$ cat config.mk
export PLATFORM = sky130hd
export DESIGN_NAME = comb_stack_arbiter
export DESIGN_NICKNAME = d
export VERILOG_FILES = /design/src/rtl/comb_stack_pkg.sv /design/src/rtl/comb_rr_arbiter.sv /design/src/rtl/comb_stack_arbiter.sv
export SDC_FILE = /design/constraint.sdc
export NUM_CORES = 1
export LEC_CHECK = 0
export CAP_MARGIN = 20
export CORE_MARGIN = 4
export CORE_UTILIZATION = 50
export CTS_BUF_LIST = sky130_fd_sc_hd__clkbuf_8
export CTS_CLUSTER_DIAMETER = 60
export DETAILED_ROUTE_END_ITERATION = 8
export PLACE_DENSITY = 0.78
export SYNTH_ARGS = -nofsm -noshare
export SYNTH_HDL_FRONTEND = slang
export SYNTH_SLANG_ARGS = --single-unit
$ cat constraint.sdc
create_clock -name clk -period 4.53 [get_ports clk]
set_input_delay 0.453 -clock clk [delete_from_list [all_inputs] [get_ports clk]]
set_output_delay 0.453 -clock clk [all_outputs]
set_load 0.05 [all_outputs]
$ cat src/rtl/comb_stack_pkg.sv
// Shared op encodings for the comb_stack_arbiter block.
package comb_stack_pkg;

   typedef enum logic [1:0] {
      OP_TOP  = 2'b00,
      OP_PUSH = 2'b01,
      OP_POP  = 2'b10,
      OP_RSVD = 2'b11
   } op_t;

endpackage

$ cat src/rtl/comb_rr_arbiter.sv
// Round-robin arbiter: one-hot grant to the first candidate at or after the rr pointer.
module comb_rr_arbiter #(
   parameter int NREQ = 2
) (
   input  logic                     clk,
   input  logic                     rst,
   input  logic [NREQ-1:0]          cand,
   output logic [NREQ-1:0]          gnt,
   output logic [$clog2(NREQ)-1:0]  gnt_id,
   output logic                     gnt_any
);

   localparam int IW = $clog2(NREQ);

   logic [IW-1:0] ptr_q, ptr_d;

   always_comb begin
      int idx;
      idx     = 0;
      gnt     = '0;
      gnt_id  = '0;
      gnt_any = 1'b0;
      ptr_d   = ptr_q;
      for (int i = 0; i < NREQ; i++) begin
         idx = int'(ptr_q) + i;
         if (idx >= NREQ) idx = idx - NREQ;
         if (!gnt_any && cand[idx]) begin
            gnt_any  = 1'b1;
            gnt[idx] = 1'b1;
            gnt_id   = IW'(idx);
         end
      end
      if (gnt_any)
         ptr_d = (int'(gnt_id) == NREQ-1) ? '0 : gnt_id + 1'b1;
   end

   always_ff @(posedge clk) begin
      if (rst) ptr_q <= '0;
      else     ptr_q <= ptr_d;
   end

endmodule

$ cat src/rtl/comb_stack_arbiter.sv
// Shared stack RAM with per-requester regions and round-robin access.
// Optional STACK_HWM_EN adds per-requester high-water-mark outputs.
module comb_stack_arbiter
   import comb_stack_pkg::*;
#(
   parameter int DATA_W = 8,
   parameter int DEPTH  = 16,
   parameter int NREQ   = 2
) (
   input  logic                     clk,
   input  logic                     rst,
   input  logic [NREQ-1:0]          req,
   input  logic [2*NREQ-1:0]        op,
   input  logic [NREQ*DATA_W-1:0]   wdata,
   input  logic [NREQ-1:0]          clr,
   output logic [NREQ-1:0]          gnt,
   output logic                     rvalid,
   output logic [$clog2(NREQ)-1:0]  rid,
   output logic [DATA_W-1:0]        rdata,
   output logic                     err,
   output logic [NREQ-1:0]          full,
   output logic [NREQ-1:0]          empty
`ifdef STACK_HWM_EN
  ,output logic [NREQ*($clog2(DEPTH)+1)-1:0] hwm
`endif
);

   localparam int IW  = $clog2(NREQ);
   localparam int DW  = $clog2(DEPTH);
   localparam int SPW = DW + 1;
   localparam int AW  = IW + DW;

   logic [NREQ-1:0][SPW-1:0] sp_q, sp_d;
   logic [DATA_W-1:0]        mem [NREQ*DEPTH];
   logic                     rvalid_q, rvalid_d, err_q, err_d;
   logic [IW-1:0]            rid_q, rid_d;
   logic [DATA_W-1:0]        rdata_q, rdata_d;
   logic [NREQ-1:0]          cand;
   logic [IW-1:0]            gnt_id;
   logic                     gnt_any;
   logic                     we;
   logic [AW-1:0]            waddr, raddr;
   logic [SPW-1:0]           sp_k;
   op_t                      cur_op;

   // clr masks its own requester; reset holds off every grant
   assign cand = req & ~clr & {NREQ{~rst}};

   comb_rr_arbiter #(.NREQ(NREQ)) u_arb (
      .clk     (clk),
      .rst     (rst),
      .cand    (cand),
      .gnt     (gnt),
      .gnt_id  (gnt_id),
      .gnt_any (gnt_any)
   );

   always_comb begin
      for (int i = 0; i < NREQ; i++) begin
         full[i]  = (sp_q[i] == SPW'(DEPTH));
         empty[i] = (sp_q[i] == '0);
      end
   end

   always_comb begin
      sp_d     = sp_q;
      rvalid_d = 1'b0;
      err_d    = 1'b0;
      rid_d    = rid_q;
      rdata_d  = rdata_q;
      we       = 1'b0;
      cur_op   = op_t'(op[2*gnt_id +: 2]);
      sp_k     = sp_q[gnt_id];
      // region base is gnt_id*DEPTH, so the index is a plain concatenation
      waddr    = {gnt_id, sp_k[DW-1:0]};
      raddr    = {gnt_id, DW'(sp_k - 1'b1)};
      for (int i = 0; i < NREQ; i++)
         if (clr[i]) sp_d[i] = '0;
      if (gnt_any) begin
         case (cur_op)
            OP_PUSH: begin
               if (full[gnt_id]) begin
                  err_d = 1'b1;
                  rid_d = gnt_id;
               end else begin
                  we           = 1'b1;
                  sp_d[gnt_id] = sp_k + 1'b1;
               end
            end
            OP_TOP, OP_POP: begin
               rid_d = gnt_id;
               if (empty[gnt_id]) begin
                  err_d = 1'b1;
               end else begin
                  rvalid_d = 1'b1;
                  rdata_d  = mem[raddr];
                  if (cur_op == OP_POP) sp_d[gnt_id] = sp_k - 1'b1;
               end
            end
            default: begin
               err_d = 1'b1;
               rid_d = gnt_id;
            end
         endcase
      end
   end

   always_ff @(posedge clk) begin
      if (rst) begin
         sp_q     <= '0;
         rvalid_q <= 1'b0;
         err_q    <= 1'b0;
         rid_q    <= '0;
         rdata_q  <= '0;
      end else begin
         sp_q     <= sp_d;
         rvalid_q <= rvalid_d;
         err_q    <= err_d;
         rid_q    <= rid_d;
         rdata_q  <= rdata_d;
      end
   end

   // RAM contents survive reset
   always_ff @(posedge clk) begin
      if (!rst && we) mem[waddr] <= wdata[gnt_id*DATA_W +: DATA_W];
   end

   assign rvalid = rvalid_q;
   assign err    = err_q;
   assign rid    = rid_q;
   assign rdata  = rdata_q;

`ifdef STACK_HWM_EN
   logic [NREQ-1:0][SPW-1:0] hwm_q, hwm_d;

   always_comb begin
      hwm_d = hwm_q;
      for (int i = 0; i < NREQ; i++) begin
         if (clr[i])                 hwm_d[i] = '0;
         else if (sp_q[i] > hwm_q[i]) hwm_d[i] = sp_q[i];
      end
   end

   always_ff @(posedge clk) begin
      if (rst) hwm_q <= '0;
      else     hwm_q <= hwm_d;
   end

   assign hwm = hwm_q;
`endif

endmodule

==> out/metrics.cfg, run 1 <==
[logic_synthesis]
yosysTopAreaCellShare_pct=65.4
syn_area_mm2=0.0118
yosysMostFrequentCell=edfxtp_1
postSynthAreaPerCell_um2=13.3
synth-seq-area-share_pct=69.1
synth_flop_cell=edfxtp_1
synth_edf_count=256
post_synth_most_frequent_cells=edfxtp_1, nand2_1, a21oi_1
async_flop_share_pct=0
synth_cells=883
synth.distinct_cells=69
yosys.area.top_type=edfxtp_1
yosysWarningCount=0
synth_seq_cells=278
synth_fp_nets=912
synthTopCellsByArea=edfxtp_1, nand2_1, dfxtp_1

[pwr]
p_sw_share_pct=22.3
p_sw_mw=1.13
leakage_nw=4.85
total_power_mw=5.09
power.density_mw_per_mm2=374
p_int_mw=3.96
seqPwrFrac_pct=55.6
peakVddDrop_mv=0.341
p_clk_share_pct=38.8
combinationalPowerShare_pct=5.6

[floorplan]
fp.dieH_um=161
die-area_mm2=0.0260
boundaryPins=43
rows=55
core-area_mm2=0.0229
start_util_pct=51.3
die_w_um=161

[global_routing]
grt_pass1_vias=7803
antenna_found_initial=0
grtUsageTotal_pct=22.8
grt_start_max_net_pins=57
grt_pass1_wl_um=45800
grt.overflow.total=0

[worst_setup_path]
cp.arrival_ns=4.47
cp-start-kind=primary input
critPathMaxFanout=56
cp_data_required_time_ns=4.90
critPathCaptureType=flop
crit_type=in2reg

[sta]
slew_viol_final=0
fin_skew_ns=0.0152
rsz0062_at_grt=no
timing.final.ws_setup_ns=0.434
relSlewSlack_pct=24.1
finalSetupViolations=0
worstMarginPinSlew_ns=1.11
min_period_ns=4.10
fmax_mhz=244
final_hold_viol_count=0
fin_tns_setup_ns=0
period_share_pct=90.4

[finish]
seq_area_mm2=0.00813
multi_input_area_mm2=0.00337
n_fill_cell=1728
area_growth_pct=15.8
drive_above_1_share_pct=13.9
diodes=0
post-route-util_pct=59.4
num-nets-final=1005

[place]
globalplace.congestion=0.959
dpl.hpwl_um=19500
io_buffers=42
post-place-ws_ns=0.0160

[clock_network]
hold_buffers=0
post_cts_buffers=0
clock_latency_ns=0.54
cts_tree=done
clk_pin_slew_ns=0.06
htree_num_levels=2
cts_num_sinks=278
numCtsBuffers=44
cts_resized=0
root_buffer=clkbuf_8
cts.path.max_buffers=3

[outcome]
status=finished, final reports clean

[route]
first_iter_violations=1047
antenna_left=0
drc_errors=0
vias=8031
drt_first_pass_iters=6
wl_per_cell_um=22.5
vias_per_cell=6.07
routed_wl_um=29700

[min_path]
min_path_type=reg2reg

[run]
maxCapViolations=0

placed cells by master, fill, tap and decap left out, types with 18 or more instances in the layout:
master,synthesis,final
edfxtp_1,256,256
nand2_1,176,175
a21oi_1,57,57
clkbuf_8,0,52
buf_4,3,44
clkdlybuf4s50_1,0,42
nor2_1,41,41
mux2i_1,40,40
nand3_1,33,33
inv_1,11,27
dfxtp_1,22,22
nor3_1,18,18
per-stage QoR:
step	area (um2)	hold WS (ns)	std cells
2_1_floorplan	11800	0.498	883
3_3_place_gp	12700	0.481	1240
5_1_grt	13600	0.533	1322
3_5_place_dp	12700	0.485	1240
6_report	13600	0.497	1322
4_1_cts	13600	0.500	1319
cell type report:
| type | count | area share [%] |
|---|---|---|
| clock inverters | 27 | 0.808 |
| flip-flops and latches | 278 | 59.7 |
| inverters | 13 | 0.377 |
| well taps | 313 | 2.87 |
| clock buffers | 52 | 5.25 |
| repair buffers | 91 | 6.30 |
| multi-input cells | 548 | 24.7 |
registers in the layout, indices dropped and copies added, names as in the netlist:
signal	cells
mem	256
u_arb.ptr_q	1
rid	1
rdata	8
sp_q	10
err	1
rvalid	1
final timing paths:
check        slack (ns)   startpoint  depth (start not counted)  endpoint
min                0.50          rid                          2       rid
max                0.43       req[0]                         13  rdata[2]
max reg2reg        0.48  u_arb.ptr_q                         12  rdata[2]
min reg2reg        0.50          rid                          2       rid
power by group through the flow:
| stage | Combinational, mW | Clock (mW) | Sequential [mW] |
|---|---|---|---|
| 5_1_grt | 0.305 | 2.13 | 2.83 |
| 6_report | 0.286 | 1.98 | 2.83 |
| 3_5_place_dp | 0.275 | 0 | 2.89 |
| 4_1_cts | 0.277 | 1.99 | 2.83 |
| 2_1_floorplan | 0.147 | 0 | 2.89 |
| 3_3_place_gp | 0.271 | 0 | 2.89 |
logic make-up (layout without fill, tap and decap cells):
kind of cell	count (synthesis)	after routing	synth area share [%]
buf+inv	57	183	2.32
mux	56	56	5.80
simple gates	329	329	12.9
flops	278	278	69.1
xor+xnor	7	7	0.521
fa+ha+maj	3	3	0.319
compound gates	153	153	9.00
per-layer routing:
metal | global-route usage [%] | part of all wire (%) | vias up
met5 | 0 | 0 | -
met4 | 7.83 | 3.2 | 0
met3 | 4.24 | 9.8 | 77
met2 | 37.8 | 49 | 506
li1 | - | - | 3558
met1 | 30.6 | 38 | 3890
worst max-delay path, stage by stage:
cell             delay [ns]
clkdlybuf4s50_1        0.49
or3b_1                 0.44
nand2_2                0.11
inv_2                  0.04
mux2i_1                0.22
inv_1                  0.10
ha_1                   0.27
nor4_4                 0.37
nor2_4                 0.10
buf_12                 0.21
mux4_2                 0.35
a2111oi_0              0.99
o221ai_1               0.25
Power figures use the tool's default switching activity.
==> run 2, diff against run 1 <==
--- a/config.mk
+++ b/config.mk
@@ -12,6 +12,7 @@
 export CTS_CLUSTER_DIAMETER = 60
 export DETAILED_ROUTE_END_ITERATION = 8
 export PLACE_DENSITY = 0.78
+export RECOVER_POWER = 50
 export SYNTH_ARGS = -nofsm -noshare
 export SYNTH_HDL_FRONTEND = slang
 export SYNTH_SLANG_ARGS = --single-unit
==> out/metrics.cfg, run 2 (synthesis gave the netlist of run 1 again) <==
[outcome]
status=finished, violations left  ; was finished, final reports clean
violations=capacitance limit, slew limit

[floorplan]
fp.dieH_um=161  ; unchanged
die_w_um=161  ; unchanged
core-area_mm2=0.0229  ; unchanged
rows=55  ; unchanged
boundaryPins=43  ; unchanged
die-area_mm2=0.0260  ; unchanged
start_util_pct=51.3  ; unchanged

[route]
vias_per_cell=6.07  ; about the same
vias=8024  ; was 8031
drt_first_pass_iters=7  ; was 6
first_iter_violations=915  ; was 1047
routed_wl_um=29800  ; was 29700 um
drc_errors=0  ; unchanged
antenna_left=0  ; unchanged
wl_per_cell_um=22.5  ; about the same

[global_routing]
grt.overflow.total=0  ; unchanged
grt_pass1_wl_um=45800  ; unchanged
grtUsageTotal_pct=22.8  ; unchanged
grt_pass1_vias=7803  ; unchanged
grt_start_max_net_pins=57  ; unchanged
antenna_found_initial=0  ; unchanged

[finish]
n_fill_cell=1742  ; was 1728
area_growth_pct=15.1  ; was 15.8%
drive_above_1_share_pct=12.6  ; was 13.9%
finalInstanceArea_mm2=0.0135  ; was 0.0136 mm2
final_common_cell=edfxtp_1  ; unchanged
diodes=0  ; unchanged
fin_cells=1322  ; unchanged
top_register=mem  ; unchanged
final_cell_mix=edfxtp_1, nand2_1, a21oi_1  ; unchanged
largest_reg_flops=256  ; unchanged
num-nets-final=1005  ; unchanged

[clock_network]
cts_resized=0  ; unchanged
root_buffer=clkbuf_8  ; unchanged
clk_pin_slew_ns=0.06  ; about the same
numCtsBuffers=44  ; unchanged
clock_latency_ns=0.54  ; about the same
hold_buffers=0  ; unchanged
cts_num_sinks=278  ; unchanged
post_cts_buffers=0  ; unchanged
cts_tree=done  ; unchanged
cts.path.max_buffers=3  ; unchanged
htree_num_levels=2  ; unchanged

[sta]
hold_slack_ns=0.491  ; was 0.497 ns
period_share_pct=91.6  ; was 90.4%
slew_viol_final=198  ; was 0
finalSetupViolations=0  ; unchanged
worstMarginPinSlew_ns=1.74  ; was 1.11 ns
final_hold_viol_count=0  ; unchanged
fin_skew_ns=0.0147  ; was 0.0152 ns
min_period_ns=4.15  ; was 4.10 ns
rsz0062_at_grt=no  ; unchanged
fmax_mhz=241  ; was 244 MHz
relSlewSlack_pct=-16.0  ; was 24.1%
fin_tns_setup_ns=0  ; unchanged

[min_path]
min_path_type=reg2reg  ; unchanged

[pwr]
peakVddDrop_mv=0.341  ; about the same
power.density_mw_per_mm2=376  ; was 374 mW/mm2
leakage_nw=4.83  ; was 4.85 nW

[worst_setup_path]
crit_type=in2reg  ; unchanged
critPathCaptureType=flop  ; unchanged
cp_data_required_time_ns=4.90  ; about the same
cp-start-kind=primary input  ; unchanged
critPathMaxFanout=56  ; unchanged
cp.arrival_ns=4.52  ; was 4.47 ns

[run]
maxCapViolations=6  ; was 0

[place]
dp.cells=1240  ; unchanged
dpl.hpwl_um=19500  ; unchanged
place_area_mm2=0.0127  ; unchanged
io_buffers=42  ; unchanged
globalplace.congestion=0.959  ; unchanged

[run 2: cell types whose count changed in the layout (fill, tap and decap cells not counted), sizes merged]
cell,before,now
clkbuf,52,62
clkdlybuf4s50,42,28
dlygate4sd3,0,14
buf,48,38
[run 2: area by class of cell]
| cell class | instances | area [um2] | share of cell area, % |
|---|---|---|---|
| clock buffers | 52 | 716 | 5.29 |
| clock inverters | 27 | 110 | 0.814 |
| inverters | 13 | 51.3 | 0.379 |
| multi-input cells | 548 | 3350 | 24.8 |
| flip-flops and latches | 278 | 8130 | 60.1 |
| well taps | 313 | 392 | 2.89 |
| repair buffers | 91 | 781 | 5.77 |
[run 2: worst paths after layout]
kind                    start  slack [ns]  cells after the start        to
hold / removal            rid        0.49                      2       rid
setup reg to reg  u_arb.ptr_q        0.60                     12  rdata[2]
setup / recovery       clr[0]        0.38                     13  rdata[2]
hold reg to reg           rid        0.49                      2       rid
[run 2: where the power goes]
| part | switching, mW | total [mW] | internal (mW) |
|---|---|---|---|
| sequential | 0.00666 | 2.83 | 2.83 |
| combinational | 0.191 | 0.273 | 0.0814 |
| clock | 0.934 | 1.97 | 1.04 |
[run 2: metrics by stage]
step,utilization (%),power [mW],setup slack [ns]
after floorplan,-,3.04,0.748
after global placement,55.6,3.16,-0.0159
after detailed placement,55.6,3.16,0.0160
after CTS,59.2,5.10,0.585
after global routing,59.1,5.25,0.320
final,59.1,5.08,0.379
[run 2: critical path: stages]
cell	delay, ns
dlygate4sd3_1	0.56
clkbuf_1	0.23
nor3b_1	0.41
o21ai_2	0.12
and2_1	0.22
inv_4	0.06
ha_1	0.28
nor4_4	0.09
nor2_4	0.19
buf_12	0.31
mux4_2	0.38
a2111oi_0	0.93
o221ai_1	0.24
[run 2: metal layers]
layer / up-vias / track usage [%] / part of all wire [%]
li1: 3562 / - / -
met1: 3906 / 30.6 / 38
met2: 475 / 37.8 / 49
met3: 81 / 4.24 / 9.7
met4: 0 / 7.83 / 3.3
met5: - / 0 / 0
==> run 3, diff against run 2 <==
--- a/config.mk
+++ b/config.mk
@@ -12,7 +12,7 @@
 export CTS_CLUSTER_DIAMETER = 60
 export DETAILED_ROUTE_END_ITERATION = 8
 export PLACE_DENSITY = 0.78
-export RECOVER_POWER = 50
+export RECOVER_POWER = 100
 export SYNTH_ARGS = -nofsm -noshare
 export SYNTH_HDL_FRONTEND = slang
 export SYNTH_SLANG_ARGS = --single-unit
==> out/metrics.cfg, run 3 (synthesis gave the netlist of run 1 again) <==
[outcome]
status=finished, violations left  ; unchanged
violations=capacitance limit, slew limit  ; unchanged

[pwr]
leakage_nw=4.78  ; was 4.83 nW
p_clk_share_pct=38.9  ; was 38.8%
p_sw_mw=1.13  ; about the same
peakVddDrop_mv=0.342  ; was 0.341 mV
combinationalPowerShare_pct=5.3  ; was 5.4%
p_sw_share_pct=22.3  ; about the same
total_power_mw=5.08  ; about the same
power.density_mw_per_mm2=377  ; was 376 mW/mm2
p_int_mw=3.95  ; about the same
seqPwrFrac_pct=55.8  ; about the same

[global_routing]
grt.overflow.total=0  ; unchanged
grt_pass1_vias=7803  ; unchanged
grtUsageTotal_pct=22.8  ; unchanged
grt_start_max_net_pins=57  ; unchanged
antenna_found_initial=0  ; unchanged
grt_pass1_wl_um=45800  ; unchanged

[worst_setup_path]
cp-start-kind=primary input  ; unchanged
critPathMaxFanout=56  ; unchanged
timing.rr.start=u_arb.ptr_q  ; unchanged
cp-startpoint=clr[0]  ; unchanged
cpPeakStageDelay_ns=0.94  ; was 0.93 ns
crit_type=in2reg  ; unchanged
cp_slowest_cell=a2111oi_0  ; unchanged
critPathCaptureType=flop  ; unchanged
cp_data_required_time_ns=4.90  ; about the same
cp.arrival_ns=4.56  ; was 4.52 ns
worstPathCellList=dlygate4sd3_1 > clkbuf_1 > nor3b_1 > o21ai_2 > and2_1 > inv_4 > ha_1 > nor4_4 > nor2_4 > buf_12 > mux4_2 > a2111oi_0 > o221ai_1  ; unchanged

[clock_network]
post_cts_buffers=0  ; unchanged
numCtsBuffers=44  ; unchanged
cts.path.max_buffers=3  ; unchanged
cts_num_sinks=278  ; unchanged
clk_pin_slew_ns=0.06  ; about the same
clock_latency_ns=0.54  ; about the same
htree_num_levels=2  ; unchanged
cts_tree=done  ; unchanged
hold_buffers=0  ; unchanged
cts_resized=0  ; unchanged
root_buffer=clkbuf_8  ; unchanged

[route]
vias=8015  ; was 8024
vias_per_cell=6.06  ; was 6.07
drt_first_pass_iters=7  ; unchanged
drc_errors=0  ; unchanged
wl_per_cell_um=22.5  ; about the same
antenna_left=0  ; unchanged
first_iter_violations=1040  ; was 915
routed_wl_um=29800  ; about the same

[place]
io_buffers=42  ; unchanged
globalplace.congestion=0.959  ; unchanged
post-place-ws_ns=0.0160  ; unchanged
place_area_mm2=0.0127  ; unchanged
dp.cells=1240  ; unchanged
dpl.hpwl_um=19500  ; unchanged

[sta]
finalSetupViolations=0  ; unchanged
rsz0062_at_grt=no  ; unchanged
min_period_ns=4.19  ; was 4.15 ns
fin_tns_setup_ns=0  ; unchanged
fmax_mhz=239  ; was 241 MHz
slew_viol_final=198  ; unchanged
relSlewSlack_pct=-18.2  ; was -16.0%
period_share_pct=92.5  ; was 91.6%
final_hold_viol_count=0  ; unchanged
hold_slack_ns=0.497  ; was 0.491 ns
fin_skew_ns=0.0187  ; was 0.0147 ns
worstMarginPinSlew_ns=1.77  ; was 1.74 ns
timing.final.ws_setup_ns=0.338  ; was 0.379 ns

[run]
maxCapViolations=6  ; unchanged

[floorplan]
die-area_mm2=0.0260  ; unchanged
boundaryPins=43  ; unchanged
rows=55  ; unchanged
die_w_um=161  ; unchanged
start_util_pct=51.3  ; unchanged
core-area_mm2=0.0229  ; unchanged
fp.dieH_um=161  ; unchanged

[finish]
final_common_cell=edfxtp_1  ; unchanged
num-nets-final=1005  ; unchanged
finalInstanceArea_mm2=0.0135  ; about the same
n_fill_cell=1765  ; was 1742
post-route-util_pct=58.8  ; was 59.1%
area_growth_pct=14.6  ; was 15.1%
diodes=0  ; unchanged
top_register=mem  ; unchanged
largest_reg_flops=256  ; unchanged
drive_above_1_share_pct=11.2  ; was 12.6%
fin_cells=1322  ; unchanged
final_cell_mix=edfxtp_1, nand2_1, a21oi_1  ; unchanged

[min_path]
min_path_type=reg2reg  ; unchanged
min-delay-start=rid  ; unchanged

-- run 3: power by group through the flow --
stage	Sequential [mW]	Clock, mW	Combinational [mW]
3_5_place_dp	2.89	0	0.275
5_1_grt	2.83	2.13	0.289
3_3_place_gp	2.89	0	0.271
4_1_cts	2.83	1.99	0.277
6_report	2.83	1.98	0.270
2_1_floorplan	2.89	0	0.147
-- run 3: worst paths after layout --
path / end / slack, ns / depth (start not counted)
worst max-delay path: rdata[2] / 0.34 / 13
worst min register to register: rid / 0.50 / 2
worst min-delay path: rid / 0.50 / 2
worst max register to register: rdata[2] / 0.56 / 12
-- run 3: final cells by class --
type	instances	area, um2	area share [%]
sequential	278	8130	60.3
timing repair buffer	91	726	5.38
clock buffer	52	716	5.31
inverter	13	51.3	0.381
tap	313	392	2.91
multi-input combinational	548	3350	24.9
clock inverter	27	110	0.817
-- run 3: layer usage --
metal | vias up | share of wire [%] | GRT usage, %
met4 | 0 | 3.3 | 7.83
met1 | 3892 | 38 | 30.6
li1 | 3561 | - | -
met2 | 487 | 49 | 37.8
met3 | 75 | 9.6 | 4.24
met5 | - | 0 | 0
-- run 3: critical path: cells and delay by family --
family                   cells  cell delay (ns)
AO/OA/AOI/OAI                3             1.32
adder cells (fa/ha/maj)      1             0.27
buffers and inverters        4             1.17
multiplexers                 1             0.38
AND/OR/NAND/NOR              4             0.92
